<file path="config.mk">
export PLATFORM = sky130hd
export DESIGN_NAME = wb_uart
export DESIGN_NICKNAME = d
export VERILOG_FILES = /design/src/rtl/wb_uart.sv
export SDC_FILE = /design/constraint.sdc
export NUM_CORES = 1
export LEC_CHECK = 0
export CAP_MARGIN = 20
export CELL_PAD_IN_SITES_DETAIL_PLACEMENT = 0
export CELL_PAD_IN_SITES_GLOBAL_PLACEMENT = 2
export CORE_UTILIZATION = 25
export CTS_CLUSTER_DIAMETER = 100
export DETAILED_ROUTE_END_ITERATION = 6
export GPL_TIMING_DRIVEN = 0
export HOLD_SLACK_MARGIN = 0.08
export PLACE_DENSITY = 0.54
export SYNTH_ARGS = -nofsm -noshare
export SYNTH_HDL_FRONTEND = slang
export SYNTH_SLANG_ARGS = --single-unit
</file>
<file path="constraint.sdc">
create_clock -name clk -period 2.9 [get_ports clk]
set_clock_uncertainty 0.15 [all_clocks]
set_input_delay 0.58 -clock clk [delete_from_list [all_inputs] [get_ports clk]]
set_output_delay 0.58 -clock clk [all_outputs]
set_load 0.005 [all_outputs]
</file>
<file path="src/rtl/wb_uart.sv">
// Wishbone-attached 8N1 UART. It has a transmit FIFO, a single-byte receive holding register,
// and status/error flags that the host clears by writing 1s.
module wb_uart #(
  parameter int CLK_FREQ_HZ   = 100000000,
  parameter int BAUD          = 115200,
  parameter int TX_FIFO_DEPTH = 16
) (
  input  logic        clk,
  input  logic        reset,
  input  logic        wb_cycle,
  input  logic        wb_strobe,
  input  logic [31:0] wb_address,
  input  logic        wb_write_enable,
  input  logic [3:0]  wb_select,
  input  logic [31:0] wb_data_in,
  output logic [31:0] wb_data_out,
  output logic        wb_ack,
  output logic        tx,
  input  logic        rx
);

  localparam int DIVISOR = CLK_FREQ_HZ / BAUD;
  localparam int CW      = $clog2(DIVISOR);
  localparam int AW      = $clog2(TX_FIFO_DEPTH);
  localparam logic [CW-1:0] BIT_LAST  = CW'(DIVISOR - 1);
  localparam logic [CW-1:0] HALF_LAST = CW'(DIVISOR / 2 - 1);

  typedef enum logic [1:0] {IDLE, START, DATA, STOP} uart_state_t;

  // Bus decode; every side effect is qualified by accept so it happens exactly once per transfer.
  logic       accept, bus_wr, bus_rd, push_req, rx_read, status_wr;
  logic [1:0] offset;
  logic       unused_bits;
  assign accept    = wb_cycle & wb_strobe & ~wb_ack;
  assign offset    = wb_address[3:2];
  assign bus_wr    = accept & wb_write_enable & wb_select[0];
  assign bus_rd    = accept & ~wb_write_enable;
  assign push_req  = bus_wr & (offset == 2'd0);
  assign status_wr = bus_wr & (offset == 2'd2);
  assign rx_read   = bus_rd & (offset == 2'd1);
  assign unused_bits = ^{wb_address[31:4], wb_address[1:0], wb_select[3:1], wb_data_in[31:8]};

  // Transmit FIFO
  logic [7:0]    mem [TX_FIFO_DEPTH];
  logic [AW-1:0] wr_ptr, rd_ptr;
  logic [AW:0]   count;
  logic          full, empty, push, tx_pop;
  assign full  = (count == (AW+1)'(TX_FIFO_DEPTH));
  assign empty = (count == '0);
  assign push  = push_req & (~full | tx_pop);

  // NOTE: the storage array is not reset; the pointers and count alone define what is valid.
  always_ff @(posedge clk)
    if (push) mem[wr_ptr] <= wb_data_in[7:0];

  always_ff @(posedge clk or posedge reset) begin
    if (reset) begin
      wr_ptr <= '0;
      rd_ptr <= '0;
      count  <= '0;
    end else begin
      if (push)   wr_ptr <= wr_ptr + 1'b1;
      if (tx_pop) rd_ptr <= rd_ptr + 1'b1;
      case ({push, tx_pop})
        2'b10:   count <= count + 1'b1;
        2'b01:   count <= count - 1'b1;
        default: count <= count;
      endcase
    end
  end

  // Transmit FSM
  uart_state_t   tx_state, tx_next;
  logic [CW-1:0] tx_cnt;
  logic [2:0]    tx_bit;
  logic [7:0]    tx_shift;
  logic          tx_tick;
  assign tx_tick = (tx_cnt == BIT_LAST);

  always_ff @(posedge clk or posedge reset)
    if (reset) tx_state <= IDLE;
    else       tx_state <= tx_next;

  // NOTE: every output of this block gets a default first, so no path can infer a latch.
  always_comb begin
    tx_next = tx_state;
    tx_pop  = 1'b0;
    case (tx_state)
      IDLE:  if (!empty) begin tx_next = START; tx_pop = 1'b1; end
      START: if (tx_tick) tx_next = DATA;
      DATA:  if (tx_tick && tx_bit == 3'd7) tx_next = STOP;
      STOP:  if (tx_tick) begin
               if (!empty) begin tx_next = START; tx_pop = 1'b1; end
               else tx_next = IDLE;
             end
      default: tx_next = IDLE;
    endcase
  end

  always_ff @(posedge clk or posedge reset) begin
    if (reset) begin
      tx       <= 1'b1;
      tx_cnt   <= '0;
      tx_bit   <= '0;
      tx_shift <= '0;
    end else begin
      tx <= (tx_state == START) ? 1'b0 : (tx_state == DATA) ? tx_shift[0] : 1'b1;
      if (tx_pop) begin
        tx_shift <= mem[rd_ptr];
        tx_cnt   <= '0;
        tx_bit   <= '0;
      end else if (tx_state != IDLE) begin
        if (tx_tick) begin
          tx_cnt <= '0;
          if (tx_state == DATA) begin
            tx_shift <= {1'b0, tx_shift[7:1]};
            tx_bit   <= tx_bit + 1'b1;
          end
        end else begin
          tx_cnt <= tx_cnt + 1'b1;
        end
      end
    end
  end

  // Receive path: two-flop synchronizer, then a falling-edge detector and a mid-bit sampler.
  uart_state_t   rx_state, rx_next;
  logic          rx_meta, rx_sync, rx_prev;
  logic [CW-1:0] rx_cnt;
  logic [2:0]    rx_bit;
  logic [7:0]    rx_shift, rx_byte;
  logic          rx_valid, rx_overrun, frame_err, deliver, frame_bad, rx_full_tick;
  assign rx_full_tick = (rx_cnt == BIT_LAST);

  always_ff @(posedge clk or posedge reset)
    if (reset) rx_state <= IDLE;
    else       rx_state <= rx_next;

  always_comb begin
    rx_next   = rx_state;
    deliver   = 1'b0;
    frame_bad = 1'b0;
    case (rx_state)
      IDLE:  if (rx_prev && !rx_sync) rx_next = START;
      START: if (rx_cnt == HALF_LAST) rx_next = rx_sync ? IDLE : DATA;
      DATA:  if (rx_full_tick && rx_bit == 3'd7) rx_next = STOP;
      STOP:  if (rx_full_tick) begin
               rx_next   = IDLE;
               deliver   = rx_sync;
               frame_bad = ~rx_sync;
             end
      default: rx_next = IDLE;
    endcase
  end

  always_ff @(posedge clk or posedge reset) begin
    if (reset) begin
      rx_meta    <= 1'b1;
      rx_sync    <= 1'b1;
      rx_prev    <= 1'b1;
      rx_cnt     <= '0;
      rx_bit     <= '0;
      rx_shift   <= '0;
      rx_byte    <= '0;
      rx_valid   <= 1'b0;
      rx_overrun <= 1'b0;
      frame_err  <= 1'b0;
    end else begin
      rx_meta <= rx;
      rx_sync <= rx_meta;
      rx_prev <= rx_sync;
      if (rx_state == IDLE || rx_next != rx_state || (rx_state == DATA && rx_full_tick))
        rx_cnt <= '0;
      else
        rx_cnt <= rx_cnt + 1'b1;
      if (rx_state == START) rx_bit <= '0;
      if (rx_state == DATA && rx_full_tick) begin
        rx_shift <= {rx_sync, rx_shift[7:1]};
        rx_bit   <= rx_bit + 1'b1;
      end
      // Clears come first so a same-cycle set wins.
      if (status_wr && wb_data_in[3]) rx_overrun <= 1'b0;
      if (status_wr && wb_data_in[5]) frame_err  <= 1'b0;
      if (frame_bad) frame_err <= 1'b1;
      if (deliver) begin
        rx_byte  <= rx_shift;
        rx_valid <= 1'b1;
        if (rx_valid && !rx_read) rx_overrun <= 1'b1;
      end else if (rx_read) begin
        rx_valid <= 1'b0;
      end
    end
  end

  // Read mux and registered bus response
  logic [31:0] rdata;
  always_comb begin
    rdata = '0;
    case (offset)
      2'd1:    rdata = {23'b0, rx_valid, rx_byte};
      2'd2:    rdata = {26'b0, frame_err, (tx_state != IDLE), rx_overrun, rx_valid, empty, full};
      default: rdata = '0;
    endcase
  end

  always_ff @(posedge clk or posedge reset) begin
    if (reset) begin
      wb_ack      <= 1'b0;
      wb_data_out <= '0;
    end else begin
      wb_ack      <= accept;
      wb_data_out <= bus_rd ? rdata : '0;
    end
  end

endmodule

</file>
==> results.cfg, run 1 <==
[run_status]
outcome = finished, final reports clean

[grt]
grt_first_pass_wirelength_mm = 32.5
antenna_found_initial = 0
top_usage_layer = met2
grt_use_met3_pct = 1.56
use_met2_pct = 19.4
grt.total_usage_pct = 11.1
grt_max_degree = 47
grt-ovfl-total = 0
grt_pass1_vias = 5689
met1_usage_pct = 14.2

[floorplanning]
die_h_um = 194
start_util_pct = 25.3
coreArea_sq_mm = 0.0365
pin_count = 108
die_w_um = 194
die_area_sq_mm = 0.0378
rows = 70

[cells_and_area]
nNetsFinal = 814
area_growth_pct = 21.2
drive_gt1_share_pct = 21.1
diodes = 0
post-route-util_pct = 30.7

[power_and_ir_drop]
cellPowerDensity_mw_per_mm2 = 859
leakagePower_nw = 4.19
p_sw_mw = 2.97
seqPwrFrac_pct = 38.8
power_frac_clock_pct = 32.5
pwr-share-comb_pct = 28.8
p_sw_share_pct = 30.9
p_int_mw = 6.66
peakVddDrop_v = 0.000334

[min_path]
holdPathStages = 0
min_path_type = reg2reg

[sta]
rsz0062_at_grt = true
hold_viol_final = 0
period_minus_slack_ps = 2810
fmax_mhz = 356
setup_slack_ps = 94.7
setup-violations-final = 0
worst_slew_pin_slew_ps = 801
period_share_pct = 96.7
drv_slew = 0
relSlewSlack_pct = 46.4

[flow_run]
drv_cap = 0

[clocking]
clkLatencyLatePin_ps = 520
htreeDepth = 1
cts_sinks = 212
cts_tree = yes
clockBufferDepth = 3
cts_buffers = 26
path_clk_slew_ps = 60
cts_root_buffer = clkbuf_16

[setup_path]
critical_path_class = reg2reg
r2r.worst_path.cells = 11
worstPathRequired_ps = 3180
crit_fanout = 7
cp.arrival_ps = 3080
worstSetupEndpointType = flip-flop
cp-start-kind = flip-flop

[synthesis]
yosysTopAreaCell = edfxtp_1
avgSynthCellArea_sq_um = 14.6
synth.most_common_cell = edfxtp_1
synthTopCellsByCount = edfxtp_1 (128), dfrtp_1 (80), nor2_1 (45), mux4_2 (32), nand2_1 (31)
yosys_register_bits = 212
synth_warnings = 0
synth_area_sq_mm = 0.00925
syn-instance-count = 634
synth-seq-area-share_pct = 64.3
netlist.area_leader.share_pct = 41.5
netlist-cell-type-count = 64
ys_async_sr_fraction_pct = 39.6
synthTopCellsByArea = edfxtp_1 (42%), dfrtp_1 (22%), mux4_2 (7.8%), ha_1 (3.1%), mux2_2 (2.3%)
ys.flop_type = edfxtp_1
synth-edff-count = 128

[detailed_routing]
drtPass1Iterations = 4
antenna_left = 0
wirelength_mm = 20.6
detail_route.wl_per_cell_um = 17.1
route.detailed.drc = 0
vias = 5306
drt-initial-drc-count = 371
viasPerCell = 4.41

[placement]
io_buffers = 27
place_ws_ps = -801
dp_hpwl_mm = 14.3
place.gp.congestion = 0.727
==> layout by cell type, fill, tap and decap left out, types with 10 or more instances in the layout <==
cell / synthesis / routed
edfxtp_1: 128 / 128
dfrtp_1: 80 / 80
nor2_1: 45 / 41
mux4_2: 32 / 32
nand2_1: 31 / 30
buf_4: 23 / 30
clkbuf_16: 0 / 27
clkdlybuf4s50_1: 0 / 27
clkbuf_1: 15 / 24
inv_1: 24 / 23
conb_1: 1 / 23
mux2_2: 19 / 19
ha_1: 23 / 19
xnor2_1: 18 / 17
o21ai_0: 16 / 15
mux2i_1: 15 / 15
nand3_1: 15 / 15
o22ai_1: 14 / 14
and3_1: 20 / 13
a21oi_1: 11 / 10
==> critical path: stages, from the launching register on <==
cell and delay, ps:
dfrtp_1 390, or4_4 610, o21bai_4 180, nor2_2 70, nand2_2 110, inv_4 70, ha_4 290, nor2b_4 130
o21ai_1 70, and2_1 160, or4_1 410, o2111ai_1 90
==> through the flow <==
step / cells / setup TNS [ps] / power [mW] / area [sq um] / hold slack (ps)
floorplan: 656 / 0 / 5.57 / 9330 / 195
global placement: 1151 / -274870 / 6.30 / 10200 / 199
detailed placement: 1153 / -74200 / 6.34 / 10200 / 205
CTS: 1204 / 0 / 9.69 / 11200 / 215
global route: 1204 / -14.5 / 10.2 / 11200 / 216
finish: 1204 / 0 / 9.63 / 11200 / 213
==> power by group through the flow <==
stage / Sequential, mW / Clock [mW] / Combinational [mW]
global route: 3.77 / 3.35 / 3.06
global placement: 3.76 / 0 / 2.54
floorplan: 3.70 / 0 / 1.87
finish: 3.73 / 3.13 / 2.77
CTS: 3.73 / 3.24 / 2.73
detailed placement: 3.77 / 0 / 2.57
==> final cells by class <==
type | count | area (sq um)
plain buffers | 45 | 267
clock buffers | 38 | 717
clock inverters | 10 | 103
fillers | 3599 | 25300
inverters | 25 | 98.8
multi-input cells | 372 | 3150
flip-flops and latches | 212 | 5950
well taps | 468 | 586
repair buffers | 34 | 343
==> flip-flops by register name, indices dropped and copies added (netlist names), 3 cells and up <==
| name | flops |
|---|---|
| count | 5 |
| tx_cnt | 10 |
| wr_ptr | 4 |
| tx_bit | 3 |
| tx_shift | 8 |
| rx_byte | 8 |
| rx_cnt | 10 |
| wb_data_out | 9 |
| rd_ptr | 4 |
| rx_shift | 8 |
| rx_bit | 3 |
| mem | 128 |
==> logic make-up (layout without fill, tap and decap cells) <==
kind of cell,Yosys count,in the layout,synth area share [%]
AO/OA/AOI/OAI,82,82,5.91
XOR/XNOR,24,24,2.27
adder cells (fa/ha/maj),24,24,3.33
buffers and inverters,72,152,3.92
flip-flops,212,212,64.3
multiplexers,67,67,11.8
other,1,23,0.0405
AND/OR/NAND/NOR,152,152,8.36
==> routing by layer <==
metal | share of wire, % | vias to the layer above
met2 | 51 | 75
met1 | 44 | 2705
met5 | 0 | -
li1 | - | 2497
met4 | 1.8 | 0
met3 | 3.0 | 29
==> what timing repair did <==
item,4_1_cts,5_1_grt
pin swaps,4,2
hold endpoints to repair,0,0
endpoints found under the setup margin,142,92
gates resized for setup,21,14
hold buffers,0,0
setup buffers,3,2
==> worst paths after layout <==
path | slack (ps) | start | end
min in group asynchronous | 330 | reset | tx_state[0]
max in group asynchronous | 1590 | reset | rx_prev
min reg2reg | 210 | rx_meta | rx_sync
max reg2reg | 90 | count[0] | count[4]
min | 210 | rx_meta | rx_sync
max | 90 | count[0] | count[4]
No activity file was read; power rests on OpenSTA's default activity.
==> run 2: changes to the inputs <==
- CORE_ASPECT_RATIO: not set -> 2
- PLACE_DENSITY: 0.54 -> 0.52
- clock period: 2.9 -> 3 ns (I/O delays scaled with it)
==> run 2 against run 1 <==
Wire length grew 12%; global-route usage grew 1.4 points; total power shrank 6.7%; first-iteration DRC count shrank 56%; clock power shrank 13%; sequential power shrank 3%; hold slack lost 5.6 ps; design area shrank 1.5%; flip-flop and latch count is the same; cell count shrank 2.0%; largest power group unchanged; non-clock buffer count is the same.
==> results.cfg, run 2 (synthesis gave the netlist of run 1 again) <==
[sta]
rsz0062_at_grt = true
worst_slew_pin_slew_ps = 892
setup-violations-final = 0
setup_slack_ps = 106
relSlewSlack_pct = 40.3
hold_viol_final = 0
period_minus_slack_ps = 2890
final.setup.tns_ps = 0
timing.hold.ws_ps = 207
period_share_pct = 96.5
drv_slew = 0
fmax_mhz = 346

[clocking]
clockBufferDepth = 3
cts_buffers = 21
clkLatencyLatePin_ps = 520
cts_root_buffer = clkbuf_16
path_clk_slew_ps = 70
cts_hold_buf = 0
htreeDepth = 1
cts_tree = yes
cts_sinks = 212

[setup_path]
worstPathCellList = clkdlybuf4s50_1 > and3b_1 > clkbuf_1 > nand4_1 > a221oi_4 > buf_4 > and3_1
slowest_stage = and3_1
worstPathRequired_ps = 2990
cp.arrival_ps = 2880
crit_fanout = 8
crit_start = wb_strobe
cp_slowest_stage_delay_ps = 490
cp-start-kind = primary input
r2r_start = count[0]
critical_path_class = in2reg
worst_path_dominant_cell_family = simple AND/OR/NAND/NOR gates
path_buf_inv = 3
worstSetupEndpointType = flip-flop

[detailed_routing]
wirelength_mm = 23.1
antenna_left = 0
route.detailed.drc = 0
drt-initial-drc-count = 162
detail_route.wl_per_cell_um = 19.6
vias = 5269
drtPass1Iterations = 4
viasPerCell = 4.47

[cells_and_area]
reg.largest.list = mem (128), rx_cnt (10), tx_cnt (10)
seqCellArea_sq_mm = 0.00595
post-route-util_pct = 30.3
largest_register = mem
fill_cells = 3709
area_growth_pct = 19.3
diodes = 0
drive_gt1_share_pct = 20.5
layout_commonest_cell = edfxtp_1
largest_reg_flops = 128
nNetsFinal = 809
multi_input_area_sq_mm = 0.00313
mostFrequentLayoutCells = edfxtp_1 (128), dfrtp_1 (79), nor2_1 (44)

[floorplanning]
die_w_um = 138
die_area_sq_mm = 0.0378
rows = 99
die_h_um = 274
pin_count = 108
coreArea_sq_mm = 0.0364
start_util_pct = 25.4

[power_and_ir_drop]
power_mw = 8.98
cellPowerDensity_mw_per_mm2 = 814
peakVddDrop_v = 0.000366
leakagePower_nw = 4.11

[placement]
place_ws_ps = -1220
dp_hpwl_mm = 17.2
io_buffers = 27
place.gp.congestion = 0.745

[grt]
grt-ovfl-total = 0
grt_first_pass_wirelength_mm = 35.2
grt_pass1_vias = 5844
grt.total_usage_pct = 12.5
antenna_found_initial = 0
grt_max_degree = 46

[run_status]
outcome = finished, final reports clean

[min_path]
min_from = rx_meta
min_path_type = reg2reg

[flow_run]
drv_cap = 0
==> run 2: cell types whose count changed in the layout (fill, tap and decap cells not counted), sizes merged <==
cell / delta
bufinv: +1
inv: +3
clkinv: +1
clkbuf: -15
==> run 2: repair_timing <==
action,CTS,global route
setup buffers,3,1
setup endpoints to repair,140,70
pin swaps,1,3
resized for setup,19,15
==> run 2: cell type report <==
class,instances,area share (%)
timing repair buffer,32,2.90
buffer,47,2.48
tap,454,5.15
clock buffer,23,4.83
clock inverter,15,1.47
inverter,25,0.896
sequential,212,53.9
multi-input combinational,372,28.3
==> run 2: per-layer routing <==
metal  share of wire (%)  global-route usage (%)  vias up
li1                    -                       -     2479
met1                  32                    10.8     2672
met2                  62                    27.5       85
met3                 2.4                    1.50       33
met4                 3.1                    5.21        0
met5                   0                       0        -
==> run 2: per-stage QoR <==
stage	std cells	instance area, sq um
floorplan	656	9330
global placement	1137	10200
detailed placement	1138	10200
CTS	1179	11000
global route	1180	11000
finish	1180	11000
==> run 2: power by group <==
part           internal (mW)  switching, mW  leakage, nW
clock                   1.56           1.15        0.336
sequential              3.36          0.261         2.23
combinational           1.18           1.47         1.54
total                   6.10           2.89         4.11
==> run 2: worst paths after layout <==
kind                                  end  slack (ps)  cells past startpoint
hold reg to reg                   rx_sync         210                      0
setup / recovery                mem[2][4]         110                      7
setup reg to reg                 count[4]         140                     12
hold / removal                    rx_sync         210                      0
max in group asynchronous              tx        1610                      3
min in group asynchronous  wb_data_out[8]         350                      2
==> run 2: worst register-to-register path, stage by stage (launching register included) <==
cell and delay (ps):
dfrtp_1 390, or4_1 530, buf_4 190, o21bai_4 160, nor2_4 80, nand2_4 90, inv_4 70, ha_4 280
nor2b_1 120, o21ai_1 90, and2_1 170, or4_1 390, o2111ai_1 80
